<file path="config.mk">
export PLATFORM = sky130hd
export DESIGN_NAME = vliw_fetch_queue
export DESIGN_NICKNAME = d
export VERILOG_FILES = /design/src/rtl/vliw_fetch_queue.sv
export SDC_FILE = /design/constraint.sdc
export NUM_CORES = 1
export LEC_CHECK = 0
export CAP_MARGIN = 20
export CORE_MARGIN = 4
export CORE_UTILIZATION = 42
export DETAILED_ROUTE_END_ITERATION = 10
export SLEW_MARGIN = 20
export SYNTH_ARGS = -nofsm -noshare
export SYNTH_HDL_FRONTEND = slang
export SYNTH_SLANG_ARGS = --single-unit
export TNS_END_PERCENT = 1
</file>
<file path="constraint.sdc">
create_clock -name clk -period 9.5 [get_ports clk]
set_input_delay 1.425 -clock clk [delete_from_list [all_inputs] [get_ports clk]]
set_output_delay 1.425 -clock clk [all_outputs]
set_load 0.005 [all_outputs]
</file>
<file path="src/rtl/vliw_fetch_queue.sv">
// Instruction-bundle queue between instruction memory and the IF/ID register.
// Circular buffer with a first-word-fall-through head; flush squashes everything queued.
module vliw_fetch_queue #(
  parameter int BUNDLE_W = 48,
  parameter int DEPTH    = 4,
  parameter int PC_W     = 32,
  parameter int PC_INC   = 4
) (
  input  logic                     clk,
  input  logic                     reset,
  input  logic                     fetchValid,
  input  logic [PC_W-1:0]          fetchPC,
  input  logic [BUNDLE_W-1:0]      fetchBundle,
  output logic                     fetchReady,
  input  logic                     flush,
  input  logic                     issueStall,
  output logic                     issueValid,
  output logic [PC_W-1:0]          issuePC,
  output logic [PC_W-1:0]          issuePCPlus,
  output logic [BUNDLE_W-1:0]      issueBundle,
  output logic [$clog2(DEPTH):0]   count
);

  localparam int AW = $clog2(DEPTH);
  localparam int CW = AW + 1;

  typedef struct packed {
    logic [PC_W-1:0]     pc;
    logic [BUNDLE_W-1:0] bundle;
  } entry_t;

  entry_t          mem [DEPTH];
  entry_t          head;
  logic [AW-1:0]   rdptr, wrptr;
  logic [CW-1:0]   cnt;
  logic [PC_W-1:0] last_pc;
  logic            push, pop;

  assign fetchReady  = (cnt < CW'(DEPTH));
  assign issueValid  = (cnt != '0);
  assign count       = cnt;
  assign push        = fetchValid & fetchReady & ~flush;
  assign pop         = issueValid & ~issueStall & ~flush;

  // Empty queue keeps showing the last issued PC so decode sees a stable value.
  assign head        = mem[rdptr];
  assign issuePC     = issueValid ? head.pc : last_pc;
  assign issuePCPlus = issuePC + PC_W'(PC_INC);
  assign issueBundle = issueValid ? head.bundle : '0;

  always_ff @(posedge clk or negedge reset) begin
    if (!reset) begin
      rdptr   <= '0;
      wrptr   <= '0;
      cnt     <= '0;
      last_pc <= '0;
    end else begin
      if (issueValid) last_pc <= head.pc;
      if (flush) begin
        rdptr <= wrptr;
        cnt   <= '0;
      end else begin
        // DEPTH is a power of two, so pointers wrap by natural overflow.
        if (push) wrptr <= wrptr + 1'b1;
        if (pop)  rdptr <= rdptr + 1'b1;
        cnt <= cnt + CW'(push) - CW'(pop);
      end
    end
  end

  always_ff @(posedge clk) begin
    if (push) mem[wrptr] <= '{pc: fetchPC, bundle: fetchBundle};
  end

endmodule

</file>
==> results of run 1 <==
[cell usage in the layout (no fill, tap or decap), types with 4 or more instances in the layout]
cell                              count
sky130_fd_sc_hd__edfxtp_1           320
sky130_fd_sc_hd__clkdlybuf4s50_1    200
sky130_fd_sc_hd__nand2_1             91
sky130_fd_sc_hd__mux4_2              79
sky130_fd_sc_hd__and2_1              51
sky130_fd_sc_hd__clkbuf_16           40
sky130_fd_sc_hd__dfrtp_1             37
sky130_fd_sc_hd__xnor2_1             23
sky130_fd_sc_hd__nand3_1             21
sky130_fd_sc_hd__inv_1               16
sky130_fd_sc_hd__nor2_1              13
sky130_fd_sc_hd__nand4_1             11
sky130_fd_sc_hd__clkinv_1            11
sky130_fd_sc_hd__xor2_1              10
sky130_fd_sc_hd__mux2i_1              9
sky130_fd_sc_hd__buf_4                8
sky130_fd_sc_hd__ha_1                 7
sky130_fd_sc_hd__clkbuf_1             7
sky130_fd_sc_hd__clkinv_2             4
sky130_fd_sc_hd__and2_4               4
[where the power goes]
part           switching (mW)  internal [mW]
clock                   0.580          0.777
sequential              0.153           1.95
combinational           0.999           1.21
[worst max-delay path by stage]
| stage | start | endpoint | slack [ps] | depth (start not counted) |
|---|---|---|---|---|
| floorplan | count[2] | issuePCPlus[30] | 4760 | 14 |
| global placement | count[1] | issuePCPlus[30] | 3640 | 15 |
| detailed placement | count[1] | issuePCPlus[30] | 3500 | 15 |
| CTS | count[1] | issuePCPlus[30] | 2940 | 15 |
| global route | count[2] | issuePCPlus[30] | 2560 | 15 |
| finish | count[2] | issuePCPlus[30] | 3010 | 15 |
[stage by stage]
stage,cells,hold WS [ps]
final,1454,525
after global routing,1454,549
after detailed placement,1386,519
after global placement,1386,505
after CTS,1453,532
after floorplan,764,475
[worst reg2reg max path: cells and delay by family (launching register included)]
family                 cells  cell delay (ps)
DFF                        1              470
and+or+nand+nor            2             1570
buffers and inverters      1              660
[registers in the layout, indices dropped and copies added (netlist names)]
| signal | cells |
|---|---|
| count | 3 |
| last_pc | 32 |
| mem | 320 |
| rdptr | 2 |
| wrptr | 2 |
[routing by layer]
metal / share of wire (%) / routed length, um / vias to the layer above
met4: 1.5 / 466 / 4
met2: 47 / 14400 / 205
met5: 0.092 / 28 / -
met3: 6.7 / 2040 / 43
li1: - / - / 3395
met1: 45 / 13600 / 3774
[cell families after synthesis]
group	count (synthesis)	synth area share (%)
buf+inv	52	1.70
compound gates	13	0.882
fa+ha+maj	8	0.751
simple gates	210	7.50
xor+xnor	33	2.02
flops	359	73.9
mux	89	13.2
[cell type report]
type                            instances  area [sq um]
Fill cell                            2701         15700
Clock inverter                         19           105
Tap cell                              448           561
Inverter                               17          65.1
Sequential cell                       359         10600
Multi-Input combinational cell        353          3510
Timing Repair Buffer                  210          2090
Clock buffer                           48          1040
==> run_summary.xml, run 1 <==
<?xml version="1.0" encoding="UTF-8"?>
<metrics>
  <group name="worst_setup_path">
    <metric name="maximum_fanout_count_along_the_critical_path" unit="">49</metric>
    <metric name="ff2ff_path_depth" unit="">3</metric>
    <metric name="timing.critical_path.to_type" unit="">primary output</metric>
    <metric name="cpPeakStageDelay" unit="ps">580</metric>
    <metric name="cpLargestDelayFamily" unit="">buffers and inverters</metric>
    <metric name="critical_path_required" unit="ps">8080</metric>
    <metric name="reg2reg_to" unit="">mem[0][59]</metric>
    <metric name="worst_setup_path_start_kind" unit="">flip-flop</metric>
    <metric name="critPathBufInv" unit="">5</metric>
    <metric name="ff2ff_setup_slack" unit="ps">6410</metric>
    <metric name="reg2reg_from" unit="">count[2]</metric>
    <metric name="criticalPathCategory" unit="">reg -&gt; out</metric>
    <metric name="list_of_cells_traversed_by_the_critical_path" unit="">nor3_4, buf_4, clkinv_2, buf_4, nand2_1, and2_1, inv_1, ha_1, and4_1, nand2_1, a22oi_2, nand4_2, a2111oi_2, xnor2_1, clkdlybuf4s50_1</metric>
    <metric name="cp_data_arrival_time" unit="ps">5070</metric>
    <metric name="cpMaxStageDelayCell" unit="">sky130_fd_sc_hd__buf_4</metric>
  </group>
  <group name="run">
    <metric name="max_cap_viol_count" unit="">0</metric>
  </group>
  <group name="yosys">
    <metric name="synthesis.area" unit="sq mm">0.0143</metric>
    <metric name="asyncSetResetFlopFracSynth" unit="%">10.9</metric>
    <metric name="synth_seq_cells" unit="">359</metric>
    <metric name="yosys.cell_count.top_type" unit="">sky130_fd_sc_hd__edfxtp_1</metric>
    <metric name="count_of_yosys_warnings_during_synthesis" unit="">0</metric>
    <metric name="number_of_synthesized_flops_with_an_enable_pin" unit="">320</metric>
    <metric name="synthesis.instances" unit="">764</metric>
    <metric name="yosys.area.top_type" unit="">sky130_fd_sc_hd__edfxtp_1</metric>
    <metric name="synth.distinct_cells" unit="">44</metric>
    <metric name="postSynthAreaPerCell" unit="sq um">18.7</metric>
    <metric name="synth_fp_nets" unit="">857</metric>
    <metric name="synthFlopType" unit="">sky130_fd_sc_hd__edfxtp_1</metric>
    <metric name="synth-seq-area-share" unit="%">73.9</metric>
    <metric name="largest_cells_by_area_after_synthesis" unit="">sky130_fd_sc_hd__edfxtp_1 (67%), sky130_fd_sc_hd__mux4_2 (12%), sky130_fd_sc_hd__dfrtp_1 (6.8%)</metric>
    <metric name="synth_commonest_cells" unit="">sky130_fd_sc_hd__edfxtp_1 (320), sky130_fd_sc_hd__nand2_1 (91), sky130_fd_sc_hd__mux4_2 (79), sky130_fd_sc_hd__and2_1 (55), sky130_fd_sc_hd__dfrtp_1 (39)</metric>
    <metric name="synth_top_area_share" unit="%">67.1</metric>
  </group>
  <group name="floorplanning">
    <metric name="core-area" unit="sq mm">0.0336</metric>
    <metric name="chipHeight" unit="um">193</metric>
    <metric name="start_util" unit="%">42.6</metric>
    <metric name="fp.dieArea" unit="sq mm">0.0371</metric>
    <metric name="ioPinCount" unit="">202</metric>
    <metric name="core.rowCount" unit="">67</metric>
    <metric name="die_x" unit="um">193</metric>
  </group>
  <group name="drt">
    <metric name="wl_per_cell" unit="um">21.0</metric>
    <metric name="drt-total-wl" unit="um">30500</metric>
    <metric name="route.vias.total" unit="">7421</metric>
    <metric name="ant_nets" unit="">0</metric>
    <metric name="mean_number_of_vias_per_cell" unit="">5.10</metric>
    <metric name="detail_route.iter0.violations" unit="">340</metric>
    <metric name="route.detailed.drc" unit="">0</metric>
    <metric name="detail_route.first_pass.iterations" unit="">4</metric>
  </group>
  <group name="timing">
    <metric name="finalHoldViolCount" unit="">0</metric>
    <metric name="clock_skew" unit="ps">8.23</metric>
    <metric name="max_slew.worst_pin.slew" unit="ps">1050</metric>
    <metric name="layout_setup_ws" unit="ps">3010</metric>
    <metric name="finalMaxSlewViolations" unit="">0</metric>
    <metric name="setup_repair_after_global_routing_missed_its_margin" unit="">false</metric>
    <metric name="setup_viol" unit="">0</metric>
    <metric name="setup_tns" unit="ps">0</metric>
    <metric name="finalWorstPathRequiredPeriod" unit="ps">6490</metric>
    <metric name="timing.final.crit_share" unit="%">68.4</metric>
    <metric name="clock.fmax" unit="GHz">0.154</metric>
    <metric name="slew_headroom" unit="%">29.8</metric>
  </group>
  <group name="power">
    <metric name="power_density" unit="mW/mm^2">316</metric>
    <metric name="total_power" unit="mW">5.67</metric>
    <metric name="leakage" unit="nW">6.08</metric>
    <metric name="irDropWorstVdd" unit="mV">0.172</metric>
  </group>
  <group name="global_route">
    <metric name="gr-total-overflow" unit="">0</metric>
    <metric name="grt_use_met1" unit="%">23.0</metric>
    <metric name="antenna_found_initial" unit="">2</metric>
    <metric name="grt_pass1_vias" unit="">7847</metric>
    <metric name="grt_util_met3" unit="%">4.09</metric>
    <metric name="maximum_number_of_pins_on_one_net_before_global_route_repair" unit="">69</metric>
    <metric name="grt_use_total" unit="%">16.5</metric>
    <metric name="grt_first_pass_wirelength" unit="um">46600</metric>
    <metric name="grt_most_used_layer" unit="">met2</metric>
    <metric name="globalRouteMet2Util" unit="%">26.7</metric>
  </group>
  <group name="cts">
    <metric name="ctsResizeCount" unit="">0</metric>
    <metric name="cts_hold_repair.buffers" unit="">0</metric>
    <metric name="clk_root_buffer_cell" unit="">sky130_fd_sc_hd__clkbuf_16</metric>
    <metric name="clock_tree.buffer_depth" unit="">3</metric>
    <metric name="clkSlewWorstSetupHoldPaths" unit="ps">60</metric>
    <metric name="clock_sinks" unit="">359</metric>
    <metric name="tritoncts" unit="">built</metric>
    <metric name="cts-htree-levels" unit="">2</metric>
    <metric name="cts-buffers-inserted" unit="">39</metric>
    <metric name="clkLatencyLatePin" unit="ps">520</metric>
    <metric name="cts_post_setup_buffers_inserted" unit="">0</metric>
  </group>
  <group name="layout">
    <metric name="antenna_cells_inserted" unit="">0</metric>
    <metric name="final_core_util" unit="%">53.4</metric>
    <metric name="design_area" unit="sq mm">0.0180</metric>
    <metric name="num-nets-final" unit="">1073</metric>
    <metric name="drive_gt1_share" unit="%">15.3</metric>
    <metric name="area_growth_syn_to_layout" unit="%">25.4</metric>
  </group>
  <group name="run_status">
    <metric name="status" unit="">completed</metric>
  </group>
  <group name="placed_design">
    <metric name="place.gp.congestion" unit="">0.765</metric>
    <metric name="dpl_cell_area" unit="sq mm">0.0168</metric>
    <metric name="dp_hpwl" unit="um">19000</metric>
    <metric name="dp_slack" unit="ps">3500</metric>
    <metric name="port_buffers" unit="">201</metric>
  </group>
  <group name="min_path">
    <metric name="holdPathStages" unit="">2</metric>
    <metric name="timing.hold.worst.start" unit="">last_pc[0]</metric>
    <metric name="min_delay_worst_endpoint" unit="">last_pc[0]</metric>
    <metric name="timing.hold.worst.class" unit="">reg -&gt; reg</metric>
  </group>
</metrics>
No activity file was read; power rests on OpenSTA's default activity.
==> run 2: changes to the inputs <==
--- a/config.mk
+++ b/config.mk
@@ -9,6 +9,7 @@
 export CORE_MARGIN = 4
 export CORE_UTILIZATION = 42
 export DETAILED_ROUTE_END_ITERATION = 10
+export PLACE_DENSITY = 0.67
 export SLEW_MARGIN = 20
 export SYNTH_ARGS = -nofsm -noshare
 export SYNTH_HDL_FRONTEND = slang
==> constraint.sdc (replaced) <==
create_clock -name clk -period 5.7 [get_ports clk]
set_input_delay 0.855 -clock clk [delete_from_list [all_inputs] [get_ports clk]]
set_output_delay 0.855 -clock clk [all_outputs]
set_load 0.005 [all_outputs]
==> run 2 against run 1 <==
Design area rose by 0.81%; via count is 0.20% lower; clock skew rose by 11 ps; total power increased by 69%; clock-buffer cell count increased by 7; global-route usage decreased by 0.26 points; setup slack lost 2200 ps; largest cell class unchanged; core utilization is 0.43 points higher; combinational power is 69% higher; flip-flop and latch count is the same; die area unchanged.
==> run_summary.xml, run 2 (synthesis results as in run 1) <==
<?xml version="1.0" encoding="UTF-8"?>
<metrics>
  <group name="placed_design">
    <metric name="place.gp.congestion" unit="">0.774</metric>
    <metric name="port_buffers" unit="">201</metric>
    <metric name="dp_hpwl" unit="um">19100</metric>
  </group>
  <group name="drt">
    <metric name="drt-total-wl" unit="um">29800</metric>
    <metric name="wl_per_cell" unit="um">20.4</metric>
    <metric name="mean_number_of_vias_per_cell" unit="">5.06</metric>
    <metric name="route.detailed.drc" unit="">0</metric>
    <metric name="ant_nets" unit="">0</metric>
    <metric name="detail_route.first_pass.iterations" unit="">4</metric>
    <metric name="route.vias.total" unit="">7406</metric>
    <metric name="detail_route.iter0.violations" unit="">422</metric>
  </group>
  <group name="timing">
    <metric name="setup_repair_after_global_routing_missed_its_margin" unit="">false</metric>
    <metric name="slew_headroom" unit="%">27.4</metric>
    <metric name="finalMaxSlewViolations" unit="">0</metric>
    <metric name="clock_skew" unit="ps">19.4</metric>
    <metric name="clock.fmax" unit="GHz">0.204</metric>
    <metric name="setup_tns" unit="ps">0</metric>
    <metric name="finalHoldViolCount" unit="">0</metric>
    <metric name="timing.final.crit_share" unit="%">85.8</metric>
    <metric name="finalWorstPathRequiredPeriod" unit="ps">4890</metric>
    <metric name="max_slew.worst_pin.slew" unit="ps">1090</metric>
    <metric name="setup_viol" unit="">0</metric>
  </group>
  <group name="run_status">
    <metric name="status" unit="">completed</metric>
  </group>
  <group name="cts">
    <metric name="clkSlewWorstSetupHoldPaths" unit="ps">60</metric>
    <metric name="clkLatencyLatePin" unit="ps">520</metric>
    <metric name="tritoncts" unit="">built</metric>
    <metric name="clk_root_buffer_cell" unit="">sky130_fd_sc_hd__clkbuf_16</metric>
    <metric name="cts_post_setup_buffers_inserted" unit="">0</metric>
    <metric name="clock_sinks" unit="">359</metric>
    <metric name="cts-htree-levels" unit="">2</metric>
    <metric name="cts_hold_repair.buffers" unit="">0</metric>
    <metric name="ctsResizeCount" unit="">0</metric>
    <metric name="clock_tree.buffer_depth" unit="">3</metric>
    <metric name="cts-buffers-inserted" unit="">40</metric>
  </group>
  <group name="global_route">
    <metric name="globalRouteMet2Util" unit="%">26.7</metric>
    <metric name="grt_pass1_vias" unit="">7916</metric>
    <metric name="grt_most_used_layer" unit="">met2</metric>
    <metric name="maximum_number_of_pins_on_one_net_before_global_route_repair" unit="">49</metric>
    <metric name="gr-total-overflow" unit="">0</metric>
    <metric name="grt_use_total" unit="%">16.2</metric>
    <metric name="grt_first_pass_wirelength" unit="um">46100</metric>
    <metric name="grt_util_met3" unit="%">4.47</metric>
    <metric name="antenna_found_initial" unit="">2</metric>
    <metric name="grt_use_met1" unit="%">21.8</metric>
  </group>
  <group name="layout">
    <metric name="most_common_cell_after_layout_fill_and_taps_aside" unit="">sky130_fd_sc_hd__edfxtp_1</metric>
    <metric name="area_growth_syn_to_layout" unit="%">26.4</metric>
    <metric name="flip_flop_count_of_the_largest_register_all_copies_and_words_added" unit="">320</metric>
    <metric name="drive_gt1_share" unit="%">16.0</metric>
    <metric name="antenna_cells_inserted" unit="">0</metric>
    <metric name="regMostFlops" unit="">mem</metric>
    <metric name="layout_common_cells" unit="">sky130_fd_sc_hd__edfxtp_1 (320), sky130_fd_sc_hd__clkdlybuf4s50_1 (200), sky130_fd_sc_hd__nand2_1 (91)</metric>
    <metric name="num-nets-final" unit="">1079</metric>
  </group>
  <group name="power">
    <metric name="power_density" unit="mW/mm^2">530</metric>
    <metric name="irDropWorstVdd" unit="mV">0.344</metric>
    <metric name="total_power" unit="mW">9.59</metric>
    <metric name="leakage" unit="nW">6.16</metric>
  </group>
  <group name="worst_setup_path">
    <metric name="reg2reg_from" unit="">count[2]</metric>
    <metric name="critical_path_required" unit="ps">4850</metric>
    <metric name="cp_data_arrival_time" unit="ps">4040</metric>
    <metric name="ff2ff_setup_slack" unit="ps">2720</metric>
    <metric name="criticalPathCategory" unit="">reg -&gt; out</metric>
    <metric name="timing.critical_path.to_type" unit="">primary output</metric>
    <metric name="ff2ff_path_depth" unit="">3</metric>
    <metric name="worst_setup_path_start_kind" unit="">flip-flop</metric>
    <metric name="startpoint" unit="">rdptr[1]</metric>
    <metric name="maximum_fanout_count_along_the_critical_path" unit="">42</metric>
  </group>
  <group name="floorplanning">
    <metric name="chipHeight" unit="um">193</metric>
    <metric name="start_util" unit="%">42.6</metric>
    <metric name="core-area" unit="sq mm">0.0336</metric>
    <metric name="core.rowCount" unit="">67</metric>
    <metric name="fp.dieArea" unit="sq mm">0.0371</metric>
    <metric name="die_x" unit="um">193</metric>
    <metric name="ioPinCount" unit="">202</metric>
  </group>
  <group name="run">
    <metric name="max_cap_viol_count" unit="">0</metric>
  </group>
  <group name="min_path">
    <metric name="timing.hold.worst.class" unit="">in -&gt; async</metric>
  </group>
</metrics>
run 2: changes by cell type in the layout (fill, tap and decap cells not counted), moves of 2 or more:
cell and change:
sky130_fd_sc_hd__buf_4 +4, sky130_fd_sc_hd__bufinv_16 +2, sky130_fd_sc_hd__clkbuf_1 +4, sky130_fd_sc_hd__clkbuf_8 +2
sky130_fd_sc_hd__clkinv_1 -3, sky130_fd_sc_hd__clkinv_2 +2, sky130_fd_sc_hd__clkinvlp_4 -2
run 2: path summary, 6_finish.rpt:
| kind | endpoint |
|---|---|
| worst max-delay path | issuePCPlus[27] |
| worst min-delay path | count[2] |
| worst max register to register | mem[2][75] |
| worst min register to register | last_pc[0] |
| max in group asynchronous | rdptr[1] |
| min in group clk | last_pc[0] |
run 2: where the power goes:
group	internal (mW)	switching, mW
clock	1.45	0.963
combinational	2.03	1.70
sequential	3.25	0.194
run 2: critical path: stages (launching register included):
cell	delay, ps
sky130_fd_sc_hd__dfrtp_4	610
sky130_fd_sc_hd__buf_4	590
sky130_fd_sc_hd__mux4_2	400
sky130_fd_sc_hd__nand4_4	160
sky130_fd_sc_hd__a221oi_4	510
sky130_fd_sc_hd__nand4_4	210
sky130_fd_sc_hd__nor4_2	340
sky130_fd_sc_hd__xor2_1	170
sky130_fd_sc_hd__clkdlybuf4s50_1	510
run 2: layout make-up:
class	instances	area, sq um
fillers	2675	15500
flip-flops and latches	359	10600
multi-input cells	353	3510
repair buffers	215	2140
clock buffers	55	1110
well taps	448	561
clock inverters	17	133
inverters	17	65.1
run 2: per-layer routing:
metal  vias to the layer above  wire length, um
met2                       226            14400
met5                         -               27
met4                         4              527
met1                      3710            12600
met3                        48             2200
li1                       3418                -
run 2: per-stage QoR:
step | cell area (sq um) | setup WS, ps | std cells | hold slack [ps] | utilization [%]
finish | 18100 | 809 | 1464 | 469 | 53.9
global route | 18100 | 462 | 1464 | 542 | 53.9
CTS | 18100 | 702 | 1464 | 489 | 53.9
detailed placement | 16900 | 1270 | 1392 | 488 | 50.2
global placement | 16900 | 1320 | 1392 | 488 | 50.2
floorplan | 14300 | 1530 | 764 | 475 | -
==> run 3: changes to the inputs <==
--- a/config.mk
+++ b/config.mk
@@ -7,9 +7,9 @@
 export LEC_CHECK = 0
 export CAP_MARGIN = 20
 export CORE_MARGIN = 4
-export CORE_UTILIZATION = 42
+export CORE_UTILIZATION = 49
 export DETAILED_ROUTE_END_ITERATION = 10
-export PLACE_DENSITY = 0.67
+export PLACE_DENSITY = 0.76
 export SLEW_MARGIN = 20
 export SYNTH_ARGS = -nofsm -noshare
 export SYNTH_HDL_FRONTEND = slang
==> run 3 against run 2 <==
Design area shrank 0.88%; hold slack gained 11 ps; sequential power about the same; clock skew decreased by 12 ps; largest power group unchanged.
==> run_summary.xml, run 3 (synthesis results as in run 1) <==
<?xml version="1.0" encoding="UTF-8"?>
<metrics>
  <group name="global_route">
    <metric name="gr-total-overflow" unit="">0</metric>
    <metric name="antenna_found_initial" unit="">2</metric>
    <metric name="grt_pass1_vias" unit="">7848</metric>
    <metric name="maximum_number_of_pins_on_one_net_before_global_route_repair" unit="">60</metric>
    <metric name="grt_use_total" unit="%">17.7</metric>
    <metric name="grt_first_pass_wirelength" unit="um">43600</metric>
  </group>
  <group name="power">
    <metric name="leakage" unit="nW">6.13</metric>
    <metric name="irDropWorstVdd" unit="mV">0.339</metric>
    <metric name="power_density" unit="mW/mm^2">526</metric>
    <metric name="total_power" unit="mW">9.45</metric>
  </group>
  <group name="cts">
    <metric name="cts-htree-levels" unit="">2</metric>
    <metric name="clk_root_buffer_cell" unit="">sky130_fd_sc_hd__clkbuf_16</metric>
    <metric name="clkLatencyLatePin" unit="ps">510</metric>
    <metric name="clkSlewWorstSetupHoldPaths" unit="ps">60</metric>
    <metric name="ctsResizeCount" unit="">0</metric>
    <metric name="clock_sinks" unit="">359</metric>
    <metric name="clock_tree.buffer_depth" unit="">3</metric>
    <metric name="tritoncts" unit="">built</metric>
    <metric name="cts-buffers-inserted" unit="">38</metric>
    <metric name="cts_post_setup_buffers_inserted" unit="">0</metric>
    <metric name="cts_hold_repair.buffers" unit="">0</metric>
  </group>
  <group name="timing">
    <metric name="finalMaxSlewViolations" unit="">0</metric>
    <metric name="clock_skew" unit="ps">7.50</metric>
    <metric name="hold_ws" unit="ps">480</metric>
    <metric name="setup_tns" unit="ps">0</metric>
    <metric name="finalHoldViolCount" unit="">0</metric>
    <metric name="layout_setup_ws" unit="ps">686</metric>
    <metric name="setup_viol" unit="">0</metric>
    <metric name="max_slew.worst_pin.slew" unit="ps">1010</metric>
    <metric name="timing.final.crit_share" unit="%">88.0</metric>
    <metric name="clock.fmax" unit="GHz">0.199</metric>
    <metric name="finalWorstPathRequiredPeriod" unit="ps">5010</metric>
    <metric name="setup_repair_after_global_routing_missed_its_margin" unit="">false</metric>
    <metric name="slew_headroom" unit="%">32.6</metric>
  </group>
  <group name="layout">
    <metric name="area_growth_syn_to_layout" unit="%">25.3</metric>
    <metric name="flip_flop_count_of_the_largest_register_all_copies_and_words_added" unit="">320</metric>
    <metric name="layout_common_cells" unit="">sky130_fd_sc_hd__edfxtp_1 (320), sky130_fd_sc_hd__clkdlybuf4s50_1 (200), sky130_fd_sc_hd__nand2_1 (91)</metric>
    <metric name="most_common_cell_after_layout_fill_and_taps_aside" unit="">sky130_fd_sc_hd__edfxtp_1</metric>
    <metric name="num-nets-final" unit="">1078</metric>
    <metric name="antenna_cells_inserted" unit="">0</metric>
    <metric name="regMostFlops" unit="">mem</metric>
    <metric name="drive_gt1_share" unit="%">16.0</metric>
  </group>
  <group name="worst_setup_path">
    <metric name="cpMaxStageDelayCell" unit="">sky130_fd_sc_hd__dfrtp_4</metric>
    <metric name="critical-path-top-cell-by-count" unit="">sky130_fd_sc_hd__nand4_4</metric>
    <metric name="list_of_cells_traversed_by_the_critical_path" unit="">buf_4, mux4_2, nand4_4, a221oi_4, nand4_4, nor4_1, xor2_1, clkdlybuf4s50_1</metric>
    <metric name="reg2reg_to" unit="">mem[3][55]</metric>
    <metric name="ff2ff_setup_slack" unit="ps">2690</metric>
    <metric name="reg2reg_from" unit="">count[2]</metric>
    <metric name="cp_data_arrival_time" unit="ps">4160</metric>
    <metric name="worst_setup_path_start_kind" unit="">flip-flop</metric>
    <metric name="ff2ff_path_depth" unit="">3</metric>
    <metric name="critPathBufInv" unit="">2</metric>
    <metric name="timing.critical_path.to_type" unit="">primary output</metric>
    <metric name="maximum_fanout_count_along_the_critical_path" unit="">29</metric>
    <metric name="criticalPathCategory" unit="">reg -&gt; out</metric>
    <metric name="cpLargestDelayFamily" unit="">buffers and inverters</metric>
    <metric name="critical_path_required" unit="ps">4850</metric>
    <metric name="cpPeakStageDelay" unit="ps">790</metric>
  </group>
  <group name="placed_design">
    <metric name="port_buffers" unit="">201</metric>
    <metric name="dp_hpwl" unit="um">17600</metric>
    <metric name="dp_slack" unit="ps">1110</metric>
    <metric name="place.gp.congestion" unit="">0.810</metric>
  </group>
  <group name="floorplanning">
    <metric name="fp.dieArea" unit="sq mm">0.0320</metric>
    <metric name="ioPinCount" unit="">202</metric>
    <metric name="core.rowCount" unit="">62</metric>
    <metric name="chipHeight" unit="um">179</metric>
    <metric name="die_x" unit="um">179</metric>
    <metric name="core-area" unit="sq mm">0.0288</metric>
    <metric name="start_util" unit="%">49.8</metric>
  </group>
  <group name="run_status">
    <metric name="status" unit="">completed</metric>
  </group>
  <group name="drt">
    <metric name="mean_number_of_vias_per_cell" unit="">5.33</metric>
    <metric name="route.vias.total" unit="">7434</metric>
    <metric name="detail_route.first_pass.iterations" unit="">7</metric>
    <metric name="drt-total-wl" unit="um">28100</metric>
    <metric name="wl_per_cell" unit="um">20.1</metric>
    <metric name="ant_nets" unit="">0</metric>
    <metric name="route.detailed.drc" unit="">0</metric>
    <metric name="detail_route.iter0.violations" unit="">662</metric>
  </group>
  <group name="min_path">
    <metric name="timing.hold.worst.class" unit="">in -&gt; async</metric>
  </group>
  <group name="run">
    <metric name="max_cap_viol_count" unit="">0</metric>
  </group>
</metrics>
[run 3: changes by cell type in the layout (fill, tap and decap cells not counted)]
cell                         delta
sky130_fd_sc_hd__clkinv_2       -1
sky130_fd_sc_hd__buf_4          +3
sky130_fd_sc_hd__clkbuf_1       -3
sky130_fd_sc_hd__clkbuf_8       -1
sky130_fd_sc_hd__buf_12         -2
sky130_fd_sc_hd__clkbuf_16      -2
sky130_fd_sc_hd__clkinvlp_4     +1
sky130_fd_sc_hd__inv_8          +1
[run 3: stage by stage]
step | util [%] | cell area (sq um) | cells
2_1_floorplan | - | 14300 | 764
3_3_place_gp | 58.3 | 16800 | 1329
3_5_place_dp | 58.3 | 16800 | 1329
4_1_cts | 62.4 | 17900 | 1396
5_1_grt | 62.4 | 17900 | 1396
6_report | 62.4 | 17900 | 1396
[run 3: routing by layer]
layer  wire (um)  track usage (%)  vias to the layer above
li1            -                -                     3420
met1       11900             24.4                     3732
met2       13700             28.9                      234
met3        2020             4.58                       44
met4         441             3.90                        4
met5          27                0                        -
[run 3: layout make-up]
type / count / area, sq um
fillers: 2032 / 10800
flip-flops and latches: 359 / 10600
multi-input cells: 353 / 3510
repair buffers: 216 / 2120
clock buffers: 49 / 1030
well taps: 384 / 480
clock inverters: 18 / 146
inverters: 17 / 65.1
[run 3: power breakdown]
group | switching (mW) | total (mW) | leakage (nW) | internal (mW)
combinational | 1.64 | 3.67 | 2.18 | 2.02
clock | 0.940 | 2.31 | 0.576 | 1.37
sequential | 0.219 | 3.47 | 3.38 | 3.25
[run 3: how the worst max path moves through the flow]
stage          startpoint         endpoint  slack (ps)  cells after the start
2_1_floorplan    count[2]  issuePCPlus[30]        1530                     14
3_3_place_gp     rdptr[0]  issuePCPlus[31]        1130                      8
3_5_place_dp     rdptr[0]  issuePCPlus[31]        1110                      8
4_1_cts          rdptr[0]  issuePCPlus[31]         550                      8
5_1_grt          rdptr[0]  issuePCPlus[30]         310                     12
6_report         rdptr[0]  issuePCPlus[31]         690                      8
